**src/rtl/fifo_rdr_pkg.sv**
```systemverilog
`default_nettype none
// +-------------------------------------------------------------------------+
// | fifo_rdr_pkg : shared constants and types for the FIFO stream reader    |
// | Revision     : 1.0                                                      |
// +-------------------------------------------------------------------------+
package fifo_rdr_pkg;

  localparam int RDR_BUF_DEPTH = 2;

  typedef enum logic [1:0] {
    EMPTY = 2'd0,
    ONE   = 2'd1,
    TWO   = 2'd2
  } rdr_state_e;

  // Occupancy shares the state encoding, so the state register doubles as the count.
  typedef logic [1:0] rdr_occ_t;

endpackage
`default_nettype wire

```
**src/rtl/fifo_rdr_skid.sv**
```systemverilog
`default_nettype none
// +-------------------------------------------------------------------------+
// | fifo_rdr_skid : two-entry skid buffer presenting a valid/ready stream   |
// | Revision      : 1.0                                                     |
// +-------------------------------------------------------------------------+
module fifo_rdr_skid
  import fifo_rdr_pkg::*;
#(
  parameter int WIDTH = 8
) (
  input  logic             clk,
  input  logic             rst_n,
  input  logic             i_clr,
  input  logic             i_wr_en,
  input  logic [WIDTH-1:0] i_wr_data,
  input  logic             i_ready,
  output logic             o_valid,
  output logic [WIDTH-1:0] o_data,
  output rdr_occ_t         o_occ
);

  localparam logic [1:0] ST_EMPTY = EMPTY;
  localparam logic [1:0] ST_ONE   = ONE;
  localparam logic [1:0] ST_TWO   = TWO;

  logic [1:0]       r_state;
  logic [WIDTH-1:0] r_head;
  logic [WIDTH-1:0] r_tail;
  logic             w_xfer;

  assign w_xfer  = o_valid && i_ready;
  assign o_valid = (r_state == ST_ONE) || (r_state == ST_TWO);
  assign o_data  = r_head;
  assign o_occ   = r_state;

  always_ff @(posedge clk or negedge rst_n) begin
    if (!rst_n) begin
      r_state <= ST_EMPTY;
      r_head  <= '0;
      r_tail  <= '0;
    end else if (i_clr) begin
      r_state <= ST_EMPTY;
    end else begin
      case (r_state)
        ST_EMPTY: begin
          if (i_wr_en) begin
            r_head  <= i_wr_data;
            r_state <= ST_ONE;
          end
        end
        ST_ONE: begin
          case ({i_wr_en, w_xfer})
            2'b11: r_head <= i_wr_data;
            2'b01: r_state <= ST_EMPTY;
            2'b10: begin
              r_tail  <= i_wr_data;
              r_state <= ST_TWO;
            end
            default: ;
          endcase
        end
        ST_TWO: begin
          // A write without a transfer cannot happen here: the credit check upstream forbids it.
          if (w_xfer) begin
            r_head <= r_tail;
            if (i_wr_en) begin
              r_tail <= i_wr_data;
            end else begin
              r_state <= ST_ONE;
            end
          end
        end
        default: r_state <= ST_EMPTY;
      endcase
    end
  end

endmodule
`default_nettype wire

```
**src/rtl/fifo_stream_reader.sv**
```systemverilog
`default_nettype none
// +-------------------------------------------------------------------------+
// | fifo_stream_reader : pops a sync FIFO into a valid/ready stream         |
// | Option macro FIFO_RDR_STATS_EN adds the 32-bit pop_count output.        |
// | Revision           : 1.0                                                |
// +-------------------------------------------------------------------------+
module fifo_stream_reader
  import fifo_rdr_pkg::*;
#(
  parameter int WIDTH  = 8,
  parameter int REGOUT = 1
) (
  input  logic             clk,
  input  logic             rst_n,
  input  logic             clr,
  output logic             fifo_rd_en,
  input  logic [WIDTH-1:0] fifo_rd_data,
  input  logic             fifo_empty,
  output logic             m_valid,
  output logic [WIDTH-1:0] m_data,
  input  logic             m_ready
`ifdef FIFO_RDR_STATS_EN
  ,
  output logic [31:0]      pop_count
`endif
);

  rdr_occ_t   w_occ;
  logic [1:0] r_inflight;
  logic [2:0] w_demand;
  logic       w_land;
  logic       w_xfer;

  assign w_xfer   = m_valid && m_ready;
  assign w_demand = {1'b0, w_occ} + {1'b0, r_inflight} - {2'b00, w_xfer};

  // rst_n gating keeps the pop strobe quiet while the buffer is held in reset.
  assign fifo_rd_en = rst_n && !fifo_empty && !clr && (w_demand < 3'(RDR_BUF_DEPTH));

  generate
    if (REGOUT != 0) begin : g_regout
      assign w_land = (r_inflight != 2'd0);
    end else begin : g_comb
      assign w_land = fifo_rd_en;
    end
  endgenerate

  always_ff @(posedge clk or negedge rst_n) begin
    if (!rst_n) begin
      r_inflight <= 2'd0;
    end else if (clr) begin
      r_inflight <= 2'd0;
    end else begin
      r_inflight <= r_inflight + {1'b0, fifo_rd_en} - {1'b0, w_land};
    end
  end

  fifo_rdr_skid #(
    .WIDTH(WIDTH)
  ) u_skid (
    .clk      (clk),
    .rst_n    (rst_n),
    .i_clr    (clr),
    .i_wr_en  (w_land),
    .i_wr_data(fifo_rd_data),
    .i_ready  (m_ready),
    .o_valid  (m_valid),
    .o_data   (m_data),
    .o_occ    (w_occ)
  );

`ifdef FIFO_RDR_STATS_EN
  logic [31:0] r_pop_count;

  always_ff @(posedge clk or negedge rst_n) begin
    if (!rst_n) begin
      r_pop_count <= 32'd0;
    end else if (clr) begin
      r_pop_count <= 32'd0;
    end else if (w_xfer) begin
      r_pop_count <= r_pop_count + 32'd1;
    end
  end

  assign pop_count = r_pop_count;
`endif

endmodule
`default_nettype wire

```
**config.mk**
```make
export PLATFORM = sky130hd
export DESIGN_NAME = fifo_stream_reader
export DESIGN_NICKNAME = d
export VERILOG_FILES = /design/src/rtl/fifo_rdr_pkg.sv /design/src/rtl/fifo_rdr_skid.sv /design/src/rtl/fifo_stream_reader.sv
export SDC_FILE = /design/constraint.sdc
export NUM_CORES = 1
export LEC_CHECK = 0
export BUFFER_PORTS_ARGS = -buffer_cell sky130_fd_sc_hd__clkbuf_2
export CAP_MARGIN = 5
export CORE_MARGIN = 2
export CORE_UTILIZATION = 57
export CTS_CLUSTER_DIAMETER = 120
export DETAILED_ROUTE_END_ITERATION = 10
export PLACE_DENSITY = 0.8
export SKIP_LAST_GASP = 1
export SLEW_MARGIN = 25
export SYNTH_ARGS = -nofsm -noshare
export SYNTH_HDL_FRONTEND = slang
export SYNTH_SLANG_ARGS = --single-unit
export TNS_END_PERCENT = 30
```
**constraint.sdc**
```tcl
create_clock -name clk -period 6.96 [get_ports clk]
set_input_delay 0.696 -clock clk [delete_from_list [all_inputs] [get_ports clk]]
set_output_delay 0.696 -clock clk [all_outputs]
set_load 0.1 [all_outputs]
```
==> out/qor.yml <==
outcome:
  outcome: "finished, final reports clean"
detailed_routing:
  routed_wirelength_mm: 2.00
  route.detailed.vias_per_inst: 5.58
  drt_pass1_iterations: 4
  dr_wl_cell_um: 14.6
  antenna_left: 0
  num_vias: 765
  remaining_drc_errors: 0
  initialDrtViolationCount: 13
clock_network:
  cts.sink_count: 20
  deepest_level_of_the_cts_h_tree: 1
  cts_resized: 0
  holdBufCountCts: 0
  cts.repair_timing.setup_buffer_count: 0
  tritoncts.num_buffers: 3
  clkTransAtPathRegs_ns: 0.12
  ctsRootBufferMaster: "sky130_fd_sc_hd__clkbuf_4"
  clock_insertion_delay_worst_skew_ns: 0.30
  tritoncts: "yes"
  cts_buffer_depth: 2
global_routing:
  initial_antenna_violation_count: 0
  grt_pass1_vias: 739
  grt_remaining_overflow: 0
  globalRouteTotalUtil: 0.201
  wire_length_of_the_first_global_routing_pass_mm: 3.19
  grt_start_max_net_pins: 22
synthesis:
  synth.cells.most_frequent: "sky130_fd_sc_hd__mux2_2 (24), sky130_fd_sc_hd__dfrtp_1 (20), sky130_fd_sc_hd__ha_1 (6), sky130_fd_sc_hd__nor2_1 (5)"
  synth-async-reset-ratio: 1.00
  ys_dominant_reg_cell: "sky130_fd_sc_hd__dfrtp_1"
  dominant_cells_by_area_after_synthesis: "sky130_fd_sc_hd__dfrtp_1 (45%), sky130_fd_sc_hd__mux2_2 (25%), sky130_fd_sc_hd__ha_1 (6.8%), sky130_fd_sc_hd__nor3_4 (3.0%), sky130_fd_sc_hd__fa_1 (1.8%)"
  synthDominantAreaCellType: "sky130_fd_sc_hd__dfrtp_1"
  avgSynthCellArea_um2: 12.5
  ys_warn_count: 0
  synth-edff-count: 0
  post_synthesis_cells: 88
  yosys_register_bits: 20
  synth_top_area_share: 0.454
  synth-seq-area-share: 0.454
  synth_nets: 108
  synthDistinctLibCells: 29
  syn-cell-area_um2: 1100
  yosysMostFrequentCell: "sky130_fd_sc_hd__mux2_2"
timing:
  max_clock_freq_ghz: 0.275
  setup-tns-final_ns: 0
  grt_setup_unrepaired: "no"
  drv_slew: 0
  final.hold.worst_slack_ns: 0.330
  worstMarginPinSlew_ns: 0.553
  final_report_setup_violation_count: 0
  finClkSkew_ns: 0.00145
  shortest_period_the_worst_path_allows_ns: 3.64
  max-slew-margin-rel: 0.631
  hold_viol: 0
  timing.final.crit_share: 0.523
power:
  power_density_nw_per_um2: 434
  irDropWorstVdd_mv: 0.288
  total_leakage_power_nw: 0.603
setup_path:
  rr_startpoint: "u_skid.o_occ[0]"
  r2r.worst_path.cells: 9
  worstSetupStartpoint: "u_skid.o_occ[0]"
  worst-endpoint-required_ns: 6.26
  setup.worst_path.end_class: "primary output"
  worst-endpoint-arrival_ns: 2.94
  critPathLaunchType: "flip-flop"
  path_max_fanout: 6
  timing.setup.critical_path_class: "reg2out"
placed_design:
  placedCellCount: 133
  gp_routability_congestion: 0.741
  hpwl_mm: 1.43
  numPortBuffers: 22
job:
  cap_violations: 0
hold_path:
  holdCritPathClass: "in2async"
die:
  die_area_um2: 2300
  floorplan.rows: 15
  io_pins: 23
  floorplan.die.height_um: 48.0
  initial_utilization: 0.625
  fp.coreArea_um2: 1760
  chipWidth_um: 48.0
cells_and_area:
  layout-drive-gt1-share: 0.491
  n_fill_cell: 134
  layout-area-overhead-vs-synth_pct: 16.8
  antenna-diode-count: 0
  nNetsFinal: 133
  instances_no_fill: 137
  utilization: 0.730
## power by group
group | internal [mW] | switching, mW | total, mW
sequential | 0.151 | 0.0188 | 0.170
combinational | 0.0596 | 0.233 | 0.293
clock | 0.0582 | 0.0376 | 0.0958
## area by class of cell
type | instances | area (um2) | area share
inverter | 4 | 15.0 | 0.0117
clock buffer | 3 | 22.5 | 0.0175
clock inverter | 1 | 30.0 | 0.0233
tap | 25 | 31.3 | 0.0243
timing repair buffer | 22 | 110 | 0.0855
multi-input combinational | 62 | 578 | 0.449
sequential | 20 | 500 | 0.389
## critical path: stages, from the launching register on
cell                       delay (ns)
sky130_fd_sc_hd__dfrtp_1         0.44
sky130_fd_sc_hd__inv_1           0.11
sky130_fd_sc_hd__ha_1            0.40
sky130_fd_sc_hd__and3_2          0.26
sky130_fd_sc_hd__fa_1            0.50
sky130_fd_sc_hd__nand2_1         0.05
sky130_fd_sc_hd__nor4_1          0.35
sky130_fd_sc_hd__clkbuf_2        0.53
## metrics by stage
stage / area, um2 / power, mW / setup slack (ns)
CTS: 1290 / 0.562 / 3.32
finish: 1290 / 0.559 / 3.32
global placement: 1230 / 0.458 / 3.79
detailed placement: 1230 / 0.465 / 3.70
global route: 1290 / 0.581 / 3.19
floorplan: 1100 / 0.418 / 1.05
## layer usage
| metal | routed length [um] | global-route usage | vias up |
|---|---|---|---|
| li1 | - | - | 361 |
| met1 | 920 | 0.274 | 378 |
| met2 | 988 | 0.325 | 21 |
| met3 | 74 | 0.0226 | 5 |
| met4 | 21 | 0.0865 | 0 |
| met5 | 0 | 0 | - |
## layout by cell type, fill, tap and decap left out
cell type,n
sky130_fd_sc_hd__o21ai_1,1
sky130_fd_sc_hd__nand3_1,1
sky130_fd_sc_hd__a21boi_0,1
sky130_fd_sc_hd__a21boi_2,1
sky130_fd_sc_hd__and3_2,1
sky130_fd_sc_hd__fa_1,1
sky130_fd_sc_hd__clkbuf_4,3
sky130_fd_sc_hd__a21oi_1,1
sky130_fd_sc_hd__clkbuf_2,22
sky130_fd_sc_hd__or2_2,1
sky130_fd_sc_hd__xnor2_1,1
sky130_fd_sc_hd__mux2_2,24
sky130_fd_sc_hd__o21a_1,1
sky130_fd_sc_hd__dfrtp_1,20
sky130_fd_sc_hd__nor4_1,1
sky130_fd_sc_hd__nor2_1,5
sky130_fd_sc_hd__nor3_4,2
sky130_fd_sc_hd__inv_1,4
sky130_fd_sc_hd__nor3b_1,1
sky130_fd_sc_hd__nor3_1,1
sky130_fd_sc_hd__nand4bb_1,1
sky130_fd_sc_hd__mux2i_1,1
sky130_fd_sc_hd__nand2_1,4
sky130_fd_sc_hd__o21ai_0,2
sky130_fd_sc_hd__xor2_1,1
sky130_fd_sc_hd__a311oi_1,1
sky130_fd_sc_hd__o41ai_1,1
sky130_fd_sc_hd__nor2b_1,1
sky130_fd_sc_hd__bufinv_16,1
sky130_fd_sc_hd__ha_1,6
## worst paths after layout
path | endpoint | slack (ns)
max | fifo_rd_en | 3.32
min | u_skid.r_tail[1] | 0.33
max reg2reg | r_inflight[1] | 4.32
min reg2reg | u_skid.r_tail[6] | 0.52
max in group asynchronous | r_inflight[0] | 6.29
min in group clk | u_skid.r_tail[6] | 0.52
## cells by family (layout without fill, tap and decap cells)
kind of cell | Yosys count | count (layout) | synth area share
xor+xnor | 2 | 2 | 0.0159
flops | 20 | 20 | 0.454
compound gates | 9 | 9 | 0.0579
mux | 25 | 25 | 0.254
simple gates | 19 | 19 | 0.110
fa+ha+maj | 7 | 7 | 0.0863
buf+inv | 6 | 30 | 0.0216
## state kept, by name (all words and copies together), names as in the netlist
| register | flops |
|---|---|
| r_inflight | 2 |
| u_skid.o_data | 8 |
| u_skid.o_occ | 2 |
| u_skid.r_tail | 8 |
Note: power is estimated with default switching activity, not from simulation.
